$ cat src/rtl/backdoor_spi_slave.sv
// SPI mode-0 slave giving an external master register access; everything runs on i_SYSCLK.
// Optional BACKDOOR_SPI_FULL_DUPLEX_EN: shift i_DATA_OUT out on o_MISO during write frames too.
module backdoor_spi_slave #(
    parameter int ADDRESS_WIDTH = 8,
    parameter int DATA_WIDTH    = 32,
    parameter int BUFFER_WIDTH  = 2
) (
    input  logic                     i_SYSCLK,
    input  logic                     i_RST_N,
    input  logic                     i_BCLK,
    input  logic                     i_SS,
    input  logic                     i_MOSI,
    input  logic [DATA_WIDTH-1:0]    i_DATA_OUT,
    output logic                     o_MISO,
    output logic [ADDRESS_WIDTH-2:0] o_ADDR,
    output logic [DATA_WIDTH-1:0]    o_DATA_IN,
    output logic                     o_DOUT_VALID
);
    localparam int AW = ADDRESS_WIDTH - 1;
    localparam int CW = $clog2((DATA_WIDTH > AW ? DATA_WIDTH : AW) + 1);
    localparam int WW = $clog2(BUFFER_WIDTH + 1) + 1;

    typedef enum logic [2:0] {S_IDLE, S_ADDR, S_WDATA, S_RWAIT, S_RDATA, S_DONE} state_t;
    state_t state_q, state_d;

    logic [1:0] bclk_sync, ss_sync, mosi_sync;
    logic       bclk_prev;
    logic       bclk_rise, ss_hi, mosi_s;
    logic [CW-1:0] bit_cnt;
    logic [WW-1:0] wait_cnt;
    logic          cmd_rd;
    logic [AW-2:0] addr_sh;
    logic [DATA_WIDTH-2:0] data_sh;
    logic [DATA_WIDTH-1:0] tx_sh;
    logic [AW-1:0]         addr_next;
    logic [DATA_WIDTH-1:0] data_next;
    logic last_addr, last_data, wait_done;
`ifdef BACKDOOR_SPI_FULL_DUPLEX_EN
    logic load_pend;
`endif

    always_ff @(posedge i_SYSCLK) begin
        if (!i_RST_N) begin
            bclk_sync <= 2'b00;
            ss_sync   <= 2'b11;
            mosi_sync <= 2'b00;
            bclk_prev <= 1'b0;
        end else begin
            bclk_sync <= {bclk_sync[0], i_BCLK};
            ss_sync   <= {ss_sync[0], i_SS};
            mosi_sync <= {mosi_sync[0], i_MOSI};
            bclk_prev <= bclk_sync[1];
        end
    end

    assign bclk_rise = bclk_sync[1] & ~bclk_prev;
    assign ss_hi     = ss_sync[1];
    assign mosi_s    = mosi_sync[1];
    assign addr_next = {addr_sh, mosi_s};
    assign data_next = {data_sh, mosi_s};
    assign last_addr = bclk_rise && (bit_cnt == CW'(AW - 1));
    assign last_data = bclk_rise && (bit_cnt == CW'(DATA_WIDTH - 1));
    assign wait_done = (wait_cnt == WW'(BUFFER_WIDTH - 1));

    always_ff @(posedge i_SYSCLK) begin
        if (!i_RST_N) state_q <= S_IDLE;
        else          state_q <= state_d;
    end

    always_comb begin
        state_d = state_q;
        if (ss_hi) begin
            state_d = S_IDLE;
        end else begin
            case (state_q)
                S_IDLE:  if (bclk_rise) state_d = S_ADDR;
                S_ADDR:  if (last_addr) state_d = cmd_rd ? S_RWAIT : S_WDATA;
                S_WDATA: if (last_data) state_d = S_DONE;
                S_RWAIT: if (wait_done) state_d = S_RDATA;
                S_RDATA: if (last_data) state_d = S_DONE;
                S_DONE:  state_d = S_DONE;
                default: state_d = S_IDLE;
            endcase
        end
    end

    // o_DOUT_VALID is a one-cycle strobe with no backpressure; o_DATA_IN holds until the next completed write.
    always_ff @(posedge i_SYSCLK) begin
        if (!i_RST_N) begin
            bit_cnt      <= '0;
            wait_cnt     <= '0;
            cmd_rd       <= 1'b0;
            addr_sh      <= '0;
            data_sh      <= '0;
            tx_sh        <= '0;
            o_MISO       <= 1'b0;
            o_ADDR       <= '0;
            o_DATA_IN    <= '0;
            o_DOUT_VALID <= 1'b0;
`ifdef BACKDOOR_SPI_FULL_DUPLEX_EN
            load_pend    <= 1'b0;
`endif
        end else begin
            o_DOUT_VALID <= 1'b0;
            if (ss_hi) begin
                bit_cnt  <= '0;
                wait_cnt <= '0;
                o_MISO   <= 1'b0;
`ifdef BACKDOOR_SPI_FULL_DUPLEX_EN
                load_pend <= 1'b0;
`endif
            end else begin
                case (state_q)
                    S_IDLE: if (bclk_rise) begin
                        cmd_rd  <= mosi_s;
                        bit_cnt <= '0;
                        tx_sh   <= '0;
                    end
                    S_ADDR: if (bclk_rise) begin
                        addr_sh <= addr_next[AW-2:0];
                        if (last_addr) begin
                            o_ADDR   <= addr_next;
                            bit_cnt  <= '0;
                            wait_cnt <= '0;
`ifdef BACKDOOR_SPI_FULL_DUPLEX_EN
                            load_pend <= ~mosi_s | ~cmd_rd;
`endif
                        end else begin
                            bit_cnt <= bit_cnt + CW'(1);
                        end
                    end
                    S_RWAIT: begin
                        if (wait_done) tx_sh <= i_DATA_OUT;
                        else           wait_cnt <= wait_cnt + WW'(1);
                    end
                    S_RDATA: if (bclk_rise) begin
                        o_MISO  <= tx_sh[DATA_WIDTH-1];
                        tx_sh   <= tx_sh << 1;
                        bit_cnt <= bit_cnt + CW'(1);
                    end
                    S_WDATA: begin
                        if (bclk_rise) begin
                            data_sh <= data_next[DATA_WIDTH-2:0];
                            bit_cnt <= bit_cnt + CW'(1);
                            if (last_data) begin
                                o_DATA_IN    <= data_next;
                                o_DOUT_VALID <= 1'b1;
                            end
`ifdef BACKDOOR_SPI_FULL_DUPLEX_EN
                            o_MISO <= tx_sh[DATA_WIDTH-1];
                            tx_sh  <= tx_sh << 1;
`endif
                        end
`ifdef BACKDOOR_SPI_FULL_DUPLEX_EN
                        // A late parallel load overrides a same-cycle shift.
                        if (load_pend) begin
                            if (wait_done) begin
                                tx_sh     <= i_DATA_OUT;
                                load_pend <= 1'b0;
                            end else begin
                                wait_cnt <= wait_cnt + WW'(1);
                            end
                        end
`endif
                    end
                    default: ;
                endcase
            end
        end
    end
endmodule

$ cat config.mk
export PLATFORM = sky130hd
export DESIGN_NAME = backdoor_spi_slave
export DESIGN_NICKNAME = d
export VERILOG_FILES = /design/src/rtl/backdoor_spi_slave.sv
export SDC_FILE = /design/constraint.sdc
export NUM_CORES = 1
export LEC_CHECK = 0
export BUFFER_PORTS_ARGS = -buffer_cell sky130_fd_sc_hd__buf_2
export CAP_MARGIN = 25
export CELL_PAD_IN_SITES_DETAIL_PLACEMENT = 0
export CELL_PAD_IN_SITES_GLOBAL_PLACEMENT = 1
export CORE_MARGIN = 2
export CORE_UTILIZATION = 30
export CTS_CLUSTER_SIZE = 24
export DETAILED_ROUTE_END_ITERATION = 10
export PLACE_DENSITY = 0.61
export SKIP_LAST_GASP = 1
export SYNTH_ARGS = -nofsm -noshare
export SYNTH_HDL_FRONTEND = slang
export SYNTH_SLANG_ARGS = --single-unit
export TNS_END_PERCENT = 50
$ cat constraint.sdc
create_clock -name i_SYSCLK -period 2.8 [get_ports i_SYSCLK]
set_clock_uncertainty 0.15 [all_clocks]
set_input_delay 0.56 -clock i_SYSCLK [delete_from_list [all_inputs] [get_ports i_SYSCLK]]
set_output_delay 0.56 -clock i_SYSCLK [all_outputs]
set_load 0.005 [all_outputs]
Yosys cells after proc, flatten, opt, wreduce, memory -nomap -nowiden
Index checks and enable logic that the tools add are counted.

Logic and storage cells: 78. Output and inout bits: 41. Flip-flop bits (word level): 130. Input bits: 37. Bits in writable memories: 0. Memory bits (read-only): 0. Memories: 0. Latch bits: 0.

Equal/unequal tests: 16. Reductions and logical operators: 19. $add $sub $neg: 2. Shift operators: 0. Multipliers: 0. Muxes and demuxes: 20. $lt $le $gt $ge: 0. Bitwise gates (word level): 6. Div/mod/pow operators: 0.

Operators by type and width (count): $mux W32 (3); $pmux W32 S3 (1); $mux W6 (4); $mux W3 (7); $reduce_and A4 Y1 (5); $pmux W6 S3 (1); $pmux W3 S5 (1); $ne A2 B2 Y1 const B (6); $reduce_and A3 Y1 (3); $add A6 B1 Y6 const B (1); $eq A3 B1 Y1 const B (2); $eq A3 B2 Y1 const B (2); $eq A3 B3 Y1 const B (2); $eq A6 B3 Y1 const B (1); $eq A6 B5 Y1 const B (1); $pmux W3 S2 (1); $reduce_bool A3 Y1 (2); $not A1 Y1 (5); $reduce_and A5 Y1 (1); $ne A2 B1 Y1 const B (2); $reduce_or A2 Y1 (2); $reduce_or A4 Y1 (1); $add A3 B1 Y3 const B (1); $logic_not A3 Y1 (1); other kinds (5) (7).

Depth between registers and ports, before layout
Depth in word-level cells: 6. Depth in mapped cells: 7. Depth with buffers taken out: 6.

Least setup slack after synthesis
No wires, ideal clock.

Path kind: flip-flop to flip-flop. Start: reg ss_sync[1]. End: reg o_DATA_IN[0]. Library setup time: 0.116 ns. Path buffers: 2. Required time: 2.534 ns. Slack: 0.683 ns. Cell stages (with the launch flop): 7. Period minus slack after synthesis: 2.117 ns. Arrival: 1.851 ns. Cells stage by stage: dfxtp_1 -> buf_6 -> or4b_4 -> nor4_4 -> buf_6 -> mux2i_1 -> nor2b_1.

Cells in the longest elaborated chain, start to end: 2.

RTL lines: start, declared (RTL line 26) `logic [1:0] bclk_sync, ss_sync, mosi_sync;`; start signal, assigned (RTL line 50) `ss_sync <= {ss_sync[0], i_SS};`; $not A1 Y1 (no line); $reduce_and A4 Y1 (no line); end signal, assigned (RTL line 146) `o_DATA_IN <= data_next;`; end, declared (RTL line 16) `output logic [DATA_WIDTH-1:0] o_DATA_IN,`.

Every way passes these cells. A chain may end at the register's enable or synchronous reset.

Final worst setup path
Start: reg state_q[2]. End: reg o_DATA_IN[27].

Cells in the longest elaborated chain, start to end: 2.

RTL lines: start, declared (RTL line 24) `state_t state_q, state_d;`; start signal, assigned (RTL line 67) `else state_q <= state_d;`; $eq A3 B2 Y1 (RTL line 113) `case (state_q)`; $reduce_and A4 Y1 (no line).

Every way passes these cells.

==> qor.txt <==
status - completed
drt pass-1 iters - 5
Leak Pwr - 0.002475 uW
num rows - 48
CP Buf/Inv Count - 1
Placed Cells - 794
core area - 17360 um2
hold path cells - 2
Max Cap Viol - 0
crit-path leading delay family - simple AND/OR/NAND/NOR gates
final number of max-transition violations - 0
DR vias/cell - 4.880
Top Ports - 78
pin count of the biggest net entering global routing - 84
crit-path max cell delay - 0.63 ns
CP arrival - 2.38 ns
via count - 4031
min Tclk post-route - 2.233 ns
CP startpoint kind - register
drt drc - 0
Die Y - 137.3 um
Detail Placement HPWL - 7.342 mm
Syn. warnings - 0
Async S/R FF share, synth - 0%
Post-CTS Setup Inserts - 0
Final Hold Viols - 0
wire length per cell - 14.51 um
# setup viols final - 0
hold crit path type - input pin to register
CTS root buf - clkbuf_16
final-layout fill cell count - 1735
first-pass GRT wire length - 19.59 mm
Diodes inserted - 0
worst-skew pair later-pin latency - 0.41 ns
Post-DRT Antenna Nets - 0
Cell Count, Final, Fillers Out - 826
die area - 18850 um2
Pwr Total - 4444 uW
Worst Path Max Fanout - 33
cells after synthesis - 525
Critical-path top delay cell - or4b_4
RSZ-0062 raised after global routing - false
gr usage total - 13.13%
clock sink count - 130
register bit count reported by yosys - 130
worst-path cell chain - or4b_4 > nor4_4 > buf_12 > mux2i_1 > nor2b_1
Seq/Total Area, Yosys - 48.83%
H-tree Lvls - 4
area grow syn2layout - 23.38%
Initial Utilization - 30.71%
register-to-register setup slack - 0.57 ns
Clk pin slew, worst setup/hold paths - 0.06 ns
Post-Syn Nets - 566
routability cong. - 0.7207
Relative slew margins - 56.37%
initial antenna violation count - 0
Initial DRC Count - 219
crit path from - state_q[2]$_SDFFE_PP0P_
Congestion Overflow GR - 0
WP data required - 2.95 ns
maximum vdd drop - 0.4668 mV
leading register cell type out of synthesis - dfxtp_1
Mapped Area - 5330 um2
Levels on crit path - 5
kind of critical path - register to register
PD cells - 675.7 nW/um2
cts hold-fix bufs - 0
Critical Path End - o_DATA_IN[27]$_SDFFE_PN0P_
Die Wd - 137.3 um
Least-Margin Pin Slew - 0.6545 ns
FF-to-FF Start - state_q[2]$_SDFFE_PP0P_
final net count - 629
DRT Wirelength - 11.98 mm
CTS tree - built
mean area per synthesized cell - 10.15 um2
FF-to-FF End - o_DATA_IN[27]$_SDFFE_PN0P_
Post-synth EDFFs - 0
TNS Setup - 0 ns
Synth cell types - 40
Num CTS Buffers - 17
reg2reg path depth - 5
port bufs - 77
Post-CTS Resized - 0
via count of the first global-routing pass - 3894
clk buf depth - 2
period utilization - 79.75%
Fmax - 447.8 MHz
Setup crit end kind - register
fraction of layout instances using a drive strength above 1 - 26.62%
[how the worst min path moves through the flow]
stage | to | start | slack (ns)
finish | ss_sync[0]$_SDFF_PN1_ | i_SS | 0.19
global route | ss_sync[0]$_SDFF_PN1_ | i_SS | 0.17
CTS | ss_sync[0]$_SDFF_PN1_ | i_SS | 0.17
detailed placement | ss_sync[1]$_SDFF_PN1_ | ss_sync[0]$_SDFF_PN1_ | 0.26
global placement | ss_sync[1]$_SDFF_PN1_ | ss_sync[0]$_SDFF_PN1_ | 0.26
floorplan | ss_sync[1]$_SDFF_PN1_ | ss_sync[0]$_SDFF_PN1_ | 0.24
[cell usage after synthesis, types with 5 or more instances]
cell | count | area share (%)
dfxtp_1 | 130 | 49
o221a_2 | 31 | 6.5
o21ai_0 | 6 | 0.56
nor2b_1 | 50 | 5.9
mux2i_1 | 46 | 8.6
inv_1 | 5 | 0.35
a221o_1 | 31 | 5.8
nor3_1 | 5 | 0.47
a21oi_1 | 9 | 0.85
a21boi_0 | 32 | 4.5
and2_1 | 7 | 0.82
nand2_1 | 68 | 4.8
nor2_1 | 10 | 0.70
nand2b_1 | 9 | 1.1
clkbuf_1 | 40 | 2.8
[metrics by stage]
step                setup slack [ns]  utilization, %  hold slack (ns)  instance area, um2
floorplan                     0.6827               -           0.2363                5330
global placement              0.5991           34.10           0.2603                5918
detailed placement            0.5633           34.10           0.2595                5918
CTS                           0.5515           37.89           0.1692                6576
global route                  0.3777           37.89           0.1743                6576
finish                        0.5669           37.89           0.1901                6576
[power breakdown]
| group | total (uW) | switching [uW] | internal, uW | leakage, uW |
|---|---|---|---|---|
| clock | 2460 | 823 | 1640 | 0.000319 |
| combinational | 117 | 58.0 | 59.5 | 0.00111 |
| sequential | 1870 | 6.35 | 1860 | 0.00105 |
[cell type report]
cell class / count / area, um2 / area share (%)
flip-flops and latches: 130 / 2603 / 39.57
multi-input cells: 344 / 2520 / 38.32
repair buffers: 90 / 495.5 / 7.534
clock buffers: 21 / 460.4 / 7.002
well taps: 225 / 281.5 / 4.281
clock inverters: 11 / 197.7 / 3.006
inverters: 5 / 18.77 / 0.2854
[flip-flops by register name, indices dropped and copies added (netlist names), 2 cells and up]
name       count
o_DATA_IN     32
tx_sh         32
data_sh       31
o_ADDR         7
addr_sh        6
bit_cnt        6
state_q        3
wait_cnt       3
bclk_sync      2
mosi_sync      2
ss_sync        2
[cells by family (layout without fill, tap and decap cells)]
| group | Yosys count | in the layout | share of synthesized area (%) |
|---|---|---|---|
| multiplexers | 46 | 46 | 8.638 |
| AO/OA/AOI/OAI | 119 | 119 | 19.74 |
| adder cells (fa/ha/maj) | 5 | 5 | 1.127 |
| flip-flops | 130 | 130 | 48.83 |
| buffers and inverters | 51 | 127 | 4.178 |
| AND/OR/NAND/NOR | 170 | 170 | 16.83 |
| XOR/XNOR | 4 | 4 | 0.6572 |
[per-layer routing]
| layer | track usage [%] | wire, um | up-vias | share of wire (%) |
|---|---|---|---|---|
| met4 | 3.895 | 125 | 0 | 1.0 |
| met3 | 5.298 | 778 | 12 | 6.5 |
| met2 | 19.82 | 5408 | 95 | 45 |
| met5 | 0 | 0 | - | 0 |
| met1 | 17.22 | 5669 | 1895 | 47 |
| li1 | - | - | 2029 | - |
[cells in the final DEF (no fill, tap or decap), types with 8 or more instances in the layout]
master / n
a221o_1: 31
o221a_2: 31
clkbuf_16: 17
nand2_1: 68
mux2i_1: 46
dfxtp_1: 130
buf_4: 12
buf_2: 77
nand2b_1: 9
nor2_1: 8
a21oi_1: 9
nor2b_1: 50
a21boi_0: 32
(Power assumes the default switching activity.)
